[src/rtl/muldiv_ctrl.sv]
// HI/LO sequencer for MULT/MULTU/DIV/DIVU/MTHI/MTLO: fixed-latency multiply, restoring radix-2 divide.
// Optional MULDIV_DIV_EARLY_OUT_EN: skip the divide loop when |a| < |b|.
module muldiv_ctrl #(
    parameter int MUL_LAT = 4,
    parameter int CNT_W   = 6
) (
    input  logic        clk,
    input  logic        rstn,
    input  logic        req_valid_i,
    input  logic [2:0]  req_op_i,
    input  logic [31:0] req_a_i,
    input  logic [31:0] req_b_i,
    input  logic        flush_i,
    output logic        stall_o,
    output logic        busy_o,
    output logic        done_o,
    output logic [31:0] hi_o,
    output logic [31:0] lo_o
);

    localparam logic [2:0] S_IDLE     = 3'd0;
    localparam logic [2:0] S_MUL_WAIT = 3'd1;
    localparam logic [2:0] S_DIV_RUN  = 3'd2;
    localparam logic [2:0] S_DIV_FIX  = 3'd3;
    localparam logic [2:0] S_DONE     = 3'd4;

    localparam logic [2:0] OP_MULT  = 3'b001;
    localparam logic [2:0] OP_MULTU = 3'b010;
    localparam logic [2:0] OP_DIV   = 3'b011;
    localparam logic [2:0] OP_DIVU  = 3'b100;
    localparam logic [2:0] OP_MTHI  = 3'b101;
    localparam logic [2:0] OP_MTLO  = 3'b110;

    logic [2:0]       r_state;
    logic [CNT_W-1:0] r_cnt;
    logic [63:0]      r_prod;
    logic [31:0]      r_quo;
    logic [31:0]      r_rem;
    logic [31:0]      r_div;
    logic             r_qsign;
    logic             r_rsign;
    logic             r_dz;
    logic [31:0]      r_hi;
    logic [31:0]      r_lo;

    logic        w_accept;
    logic        w_is_mul;
    logic        w_is_div;
    logic        w_signed;
    logic [63:0] w_a_ext;
    logic [63:0] w_b_ext;
    logic [63:0] w_prod;
    logic [31:0] w_a_mag;
    logic [31:0] w_b_mag;
    logic [32:0] w_shift;
    logic [32:0] w_sub;
    logic        w_ge;

    assign w_accept = (r_state == S_IDLE) && req_valid_i && !flush_i;
    assign w_is_mul = (req_op_i == OP_MULT) || (req_op_i == OP_MULTU);
    assign w_is_div = (req_op_i == OP_DIV)  || (req_op_i == OP_DIVU);
    assign w_signed = (req_op_i == OP_MULT) || (req_op_i == OP_DIV);

    // Sign-extending only for signed ops lets one 64-bit multiplier serve both flavours.
    assign w_a_ext = {{32{w_signed & req_a_i[31]}}, req_a_i};
    assign w_b_ext = {{32{w_signed & req_b_i[31]}}, req_b_i};
    assign w_prod  = w_a_ext * w_b_ext;

    assign w_a_mag = (w_signed && req_a_i[31]) ? -req_a_i : req_a_i;
    assign w_b_mag = (w_signed && req_b_i[31]) ? -req_b_i : req_b_i;

    // Partial remainder stays below the divisor, so the restored value fits in 32 bits.
    assign w_shift = {r_rem, r_quo[31]};
    assign w_sub   = w_shift - {1'b0, r_div};
    assign w_ge    = (w_shift >= {1'b0, r_div});

    assign stall_o = rstn && (
                     (w_accept && (w_is_mul || w_is_div)) ||
                     (((r_state == S_MUL_WAIT) || (r_state == S_DIV_RUN) ||
                       (r_state == S_DIV_FIX)) && !flush_i));
    assign busy_o  = (r_state != S_IDLE);
    assign done_o  = (r_state == S_DONE);
    assign hi_o    = r_hi;
    assign lo_o    = r_lo;

    always_ff @(posedge clk) begin
        if (!rstn) begin
            r_state <= S_IDLE;
            r_cnt   <= '0;
            r_prod  <= '0;
            r_quo   <= '0;
            r_rem   <= '0;
            r_div   <= '0;
            r_qsign <= 1'b0;
            r_rsign <= 1'b0;
            r_dz    <= 1'b0;
            r_hi    <= '0;
            r_lo    <= '0;
        end else begin
            case (r_state)
                S_IDLE: begin
                    if (w_accept) begin
                        if (req_op_i == OP_MTHI) begin
                            r_hi <= req_a_i;
                        end else if (req_op_i == OP_MTLO) begin
                            r_lo <= req_a_i;
                        end else if (w_is_mul) begin
                            r_prod  <= w_prod;
                            r_cnt   <= CNT_W'(MUL_LAT - 1);
                            r_state <= S_MUL_WAIT;
                        end else if (w_is_div) begin
                            r_quo   <= w_a_mag;
                            r_rem   <= '0;
                            r_div   <= w_b_mag;
                            r_qsign <= w_signed & (req_a_i[31] ^ req_b_i[31]);
                            r_rsign <= w_signed & req_a_i[31];
                            r_dz    <= (req_b_i == 32'd0);
                            r_cnt   <= CNT_W'(31);
                            if (req_b_i == 32'd0) begin
                                r_state <= S_DIV_FIX;
`ifdef MULDIV_DIV_EARLY_OUT_EN
                            end else if (w_a_mag < w_b_mag) begin
                                r_quo   <= '0;
                                r_rem   <= w_a_mag;
                                r_state <= S_DIV_FIX;
`endif
                            end else begin
                                r_state <= S_DIV_RUN;
                            end
                        end
                    end
                end
                S_MUL_WAIT: begin
                    if (flush_i) begin
                        r_state <= S_IDLE;
                    end else if (r_cnt == '0) begin
                        r_hi    <= r_prod[63:32];
                        r_lo    <= r_prod[31:0];
                        r_state <= S_DONE;
                    end else begin
                        r_cnt <= r_cnt - CNT_W'(1);
                    end
                end
                S_DIV_RUN: begin
                    if (flush_i) begin
                        r_state <= S_IDLE;
                    end else begin
                        r_rem <= w_ge ? w_sub[31:0] : w_shift[31:0];
                        r_quo <= {r_quo[30:0], w_ge};
                        if (r_cnt == '0) begin
                            r_state <= S_DIV_FIX;
                        end else begin
                            r_cnt <= r_cnt - CNT_W'(1);
                        end
                    end
                end
                S_DIV_FIX: begin
                    if (flush_i) begin
                        r_state <= S_IDLE;
                    end else begin
                        if (r_dz) begin
                            r_hi <= '0;
                            r_lo <= '0;
                        end else begin
                            r_lo <= r_qsign ? -r_quo : r_quo;
                            r_hi <= r_rsign ? -r_rem : r_rem;
                        end
                        r_state <= S_DONE;
                    end
                end
                S_DONE: begin
                    r_state <= S_IDLE;
                end
                default: begin
                    r_state <= S_IDLE;
                end
            endcase
        end
    end

endmodule

[config.mk]
export PLATFORM = sky130hd
export DESIGN_NAME = muldiv_ctrl
export DESIGN_NICKNAME = d
export VERILOG_FILES = /design/src/rtl/muldiv_ctrl.sv
export SDC_FILE = /design/constraint.sdc
export NUM_CORES = 2
export LEC_CHECK = 0
export ABC_AREA = 1
export BUFFER_PORTS_ARGS = -buffer_cell sky130_fd_sc_hd__buf_2
export CORE_AREA = 4 4 311 313
export DETAILED_ROUTE_END_ITERATION = 8
export DIE_AREA = 0 0 315 317
export PLACE_DENSITY = 0.8
export SLEW_MARGIN = 20
export SYNTH_ARGS = -nofsm -noshare
export SYNTH_HDL_FRONTEND = slang
export SYNTH_SLANG_ARGS = --single-unit
export TNS_END_PERCENT = 50
[constraint.sdc]
create_clock -name clk -period 8.4 [get_ports clk]
set_input_delay 1.26 -clock clk [delete_from_list [all_inputs] [get_ports clk]]
set_output_delay 1.26 -clock clk [all_outputs]
set_load 0.02 [all_outputs]
Yosys cells after proc, flatten, opt, wreduce, memory -nomap -nowiden
Index checks and enable logic that the tools add are counted.
Word-level totals
  logic and storage cells: 136
  bits of input ports: 71
  register bits after elaboration: 236
Cells by class
  bitwise gates (word level): 7
  multipliers: 1
  eq/ne operators: 26
  magnitude comparators: 1
  add/sub/neg operators: 6
  reduce and logical (&&, ||, !) cells: 30
  mux-type cells: 54
Operators with widths (number)
  $mux W32: 30
  $pmux W32 S3: 2
  $neg A32 Y32: 4
  $pmux W32 S2: 2
  $mul A33 B33 Y64: 1
  $mux W6: 7
  $ge A33 B32 Y1: 1
  $logic_not A32 Y1: 1
  $sub A32 B32 Y32: 1
  $mux W3: 10
  $reduce_and A7 Y1: 3
  $ne A2 B2 Y1 const B: 10
  $reduce_and A6 Y1: 3
  $eq A3 B2 Y1 const B: 4
  $eq A3 B3 Y1 const B: 4
  $pmux W3 S4: 1
  $pmux W6 S2: 1
  $logic_and A1 B1 Y1: 7
  $logic_or A1 B1 Y1: 7
  $eq A3 B1 Y1 const B: 2
  $logic_not A6 Y1: 1
  $ne A2 B1 Y1 const B: 3
  $ne A3 B2 Y1 const B: 2
  $reduce_bool A3 Y1: 2
  11 further kinds: 16

Logic depth before layout (Yosys ltp)
  depth in word-level cells: 10
  gate-level depth with buffers: 39

Worst setup path before layout
OpenSTA, ideal clock, no wires.
  path kind: input to register
  start point: input req_op_i[2]
  end point: register r_prod[57]
  stages: 29
  path buffers: 2
  setup slack: -0.274 ns
  data required time: 8.291 ns
  data arrival time: 8.566 ns
  path through: inv_1 nand3_1 nand2_2 inv_2 clkbuf_1 buf_1 nor2_1 fa_1 fa_1 fa_1 inv_1 fa_1 inv_1 fa_1 fa_1 inv_1 fa_1 inv_1 fa_1 ha_1 nand2_1 nor2_1 inv_1 nor4_1 nand3_1 nand4_1 nand3_1 nand2_1 inv_1
On the way
  longest elaborated chain between the ends: 4
  elaborated cells on any way between the ends: 13
RTL lines
  from (decl): line 10  | input logic [2:0] req_op_i,
  $eq A3 B1 Y1 or $eq A3 B2 Y1 (tied branches): line 60, 62
  $logic_or A1 B1 Y1: line 62  | assign w_signed = (req_op_i == OP_MULT) || (req_op_i == OP_DIV);
  $and A1 B1 Y1 (on tied branches): line 65, 66
  $mul A33 B33 Y64: line 67  | assign w_prod = w_a_ext * w_b_ext;
  to (signal assigned): line 108  | r_prod <= w_prod;
  to (decl): line 36  | logic [63:0] r_prod;
Parallel ways exist; a longest one is shown, timed or not.
A chain may end at the register's enable or synchronous reset.

Worst setup path in the final report
  start point: input req_op_i[0]
  end point: register r_prod[58]
Same word-level chain as after synthesis.

==> reports/qor.yml <==
die:
  die_x_um: 315
  die_h_um: 317
  placementRows: 113
  start_util_pct: 59.5
  design.die.area_mm2: 0.0999
  io_pins: 138
  core-area_mm2: 0.0943
timing:
  worst_slew_pin_slew_ns: 1.21
  finalSetupViolCount: 0
  fmax_mhz: 124
  finalMaxSlewViolations: 0
  fin_crit_sh_pct: 95.8
  finClkSkew_ns: 0.0224
  slew_headroom_pct: 19.0
  hold_violations: 0
  tns_ns: 0
  min_period_ns: 8.05
drt:
  wire_per_inst_um: 21.8
  wl_um: 201000
  ant_nets: 0
  vias: 51900
  via_per_inst: 5.62
  drt_iter0_markers: 5044
  firstDrtPassIters: 8
  drc: 0
setup_path:
  r2r-end: "lo_o[9]$_SDFFE_PN0P_"
  crit_path_start_kind: "primary input"
  r2r-start: "r_state[0]$_SDFFE_PN0P_"
  crit_top_cell: "fa_1"
  ff2ff_setup_slack_ns: 4.90
  crit_type: "in -> reg"
  cp-endpoint: "r_prod[58]$_SDFFE_PN0P_"
  max_stage_delay_ns: 0.61
  crit_path_end_kind: "flop"
  r2r.worst_path.cells: 11
  crit_slowest_cell: "fa_1"
  cp.arrival_ns: 8.55
  required_ns: 8.90
  crit_fanout: 15
  crit_cells: 31
  crit_path_start: "req_op_i[0]"
  cp_num_buf_inv: 10
  cp_top_family: "adder cells"
flow_run:
  drv_cap: 0
final_layout:
  fin_area_mm2: 0.0617
  drive_above_1_share_pct: 9.44
  fin_util_pct: 65.5
  syn2layout_area_growth_pct: 10.0
  layout.nets: 9373
grt:
  antenna_found_initial: 22
  grt_usage_pct: 41.0
  grt_first_pass_wirelength_um: 310000
  grt_overflow: 0
  grt_pass1_vias: 53400
  grt_max_degree: 94
clock_tree:
  cts_buffer_depth: 3
  clock_latency_ns: 0.60
  ctsHoldBuffers: 0
  clock_sinks: 236
  cts_tree: "built"
  cts_made_buffers: 29
  htree_levels: 1
  cts_root_buf: "clkbuf_16"
  path_clk_slew_ns: 0.07
placement:
  dp_hpwl_um: 168000
  gp_congestion: 1.04
  portBuffers: 137
  placed_area_mm2: 0.0607
status:
  status: "completed"
synth:
  syn-mean-instance-area_um2: 7.32
  netlist_area_mm2: 0.0561
  synth_cells: 7663
  ys_seq_area_share_pct: 8.42
  synth_nets: 9111
  synth_flop_cell: "dfxtp_1"
  yosysTopAreaCell: "fa_1"
  yosys.area.top_type_share_pct: 40.2
  synthTopCellsByArea: "fa_1 40%, inv_1 13%, nand2_1 13%"
  synthArstFlopShare_pct: 0
  synth_seq_cells: 236
  synthDistinctLibCells: 56
  synth-edff-count: 0
  ys_warn_count: 0
worst_hold_path:
  hold_class: "reg -> reg"
## synthesized netlist by cell type, types with 3 or more instances
cell / number
nand2_4: 3
ha_1: 251
buf_1: 61
o21ai_1: 54
buf_4: 9
fa_1: 1126
nand4_1: 46
nand3b_1: 12
inv_2: 21
nor2_4: 5
nor2_1: 414
xor2_1: 44
a211oi_1: 17
dfxtp_1: 236
a32oi_1: 3
a41oi_1: 10
o22ai_1: 3
buf_6: 22
a21oi_1: 328
nand2_2: 11
a31oi_1: 49
buf_2: 36
o211ai_1: 44
clkbuf_1: 247
or2_2: 6
o21ai_0: 217
nand2_1: 1902
nor4_1: 6
a22oi_1: 3
o21ai_2: 5
nor2_2: 11
xnor2_1: 31
inv_1: 2000
nor3_2: 6
o21a_1: 22
a21oi_2: 3
nand3_1: 294
nor3_1: 40
nand3_2: 3
o21bai_1: 38
## metal layers
metal  track usage (%)  part of all wire, %
met1              51.1                   36
met2              65.6                   45
met3              8.33                   10
met4              26.0                  8.2
met5                 0                0.028
## layout make-up
cell class	count	area, µm²
inverters	2023	7610
flip-flops and latches	236	4720
clock buffers	37	796
well taps	1265	1580
repair buffers	606	4650
diodes	13	32.5
fillers	8307	32600
multi-input cells	5029	42200
clock inverters	14	150
## state kept, by name, summed over array words and instances, names as in the netlist
register and count:
r_state 3, r_div 32, r_rsign 1, r_quo 32
hi_o 32, r_rem 32, r_qsign 1, r_dz 1
r_cnt 6, lo_o 32, r_prod 64
## worst min-delay path by stage
stage | start | end | cells after the start
floorplan | r_prod[6]$_SDFFE_PN0P_ | r_prod[6]$_SDFFE_PN0P_ | 2
global placement | r_cnt[0]$_SDFFE_PN0P_ | r_cnt[0]$_SDFFE_PN0P_ | 1
detailed placement | r_cnt[0]$_SDFFE_PN0P_ | r_cnt[0]$_SDFFE_PN0P_ | 1
CTS | r_cnt[0]$_SDFFE_PN0P_ | r_cnt[0]$_SDFFE_PN0P_ | 1
global route | r_prod[5]$_SDFFE_PN0P_ | r_prod[5]$_SDFFE_PN0P_ | 2
finish | r_cnt[0]$_SDFFE_PN0P_ | r_cnt[0]$_SDFFE_PN0P_ | 1
## layout by cell type, fill, tap and decap left out, drive strengths merged, types with 3 or more instances in the layout
cell type	synthesis	final
inv	2023	2024
nand2	1916	1916
fa	1126	1126
buf	128	606
nor2	432	432
a21oi	331	331
nand3	297	297
o21ai	277	277
ha	251	251
dfxtp	236	236
a31oi	49	49
nor3	47	47
nand4	46	46
o211ai	44	44
xor2	44	44
o21bai	38	38
clkbuf	247	37
xnor2	31	31
o21a	22	22
a211oi	17	17
diode	0	13
nand3b	13	13
a41oi	11	11
clkinv	0	7
or2	6	6
nor4	6	6
clkinvlp	0	4
o22ai	3	3
a22oi	3	3
a32oi	3	3
## logic make-up after synthesis
kind of cell	Yosys count	share of synthesized area, %
DFF	236	8.42
AOI/OAI and AO/OA	810	8.16
xor gates and xnor gates	75	1.17
buffers and inverters	2398	16.5
and+or+nand+nor	2767	20.0
adders and majority gates	1377	45.8
## metrics by stage
step / cells / hold WS (ns) / worst slack, ns
3_3_place_gp: 9157 / 0.447 / -0.221
2_1_floorplan: 7663 / 0.424 / 0.0807
4_1_cts: 9208 / 0.460 / 0.306
5_1_grt: 9221 / 0.485 / -0.0562
3_5_place_dp: 9157 / 0.451 / -0.310
6_report: 9223 / 0.459 / 0.353
## timing repair
| item | CTS | global route |
|---|---|---|
| setup endpoints to repair | 0 | 10 |
| setup buffers | 0 | 2 |
| resized for setup | 0 | 12 |
Power is left out: the tool's default activity adds up to more than one toggle a clock period on the data nets, which glitch-free logic cannot reach.
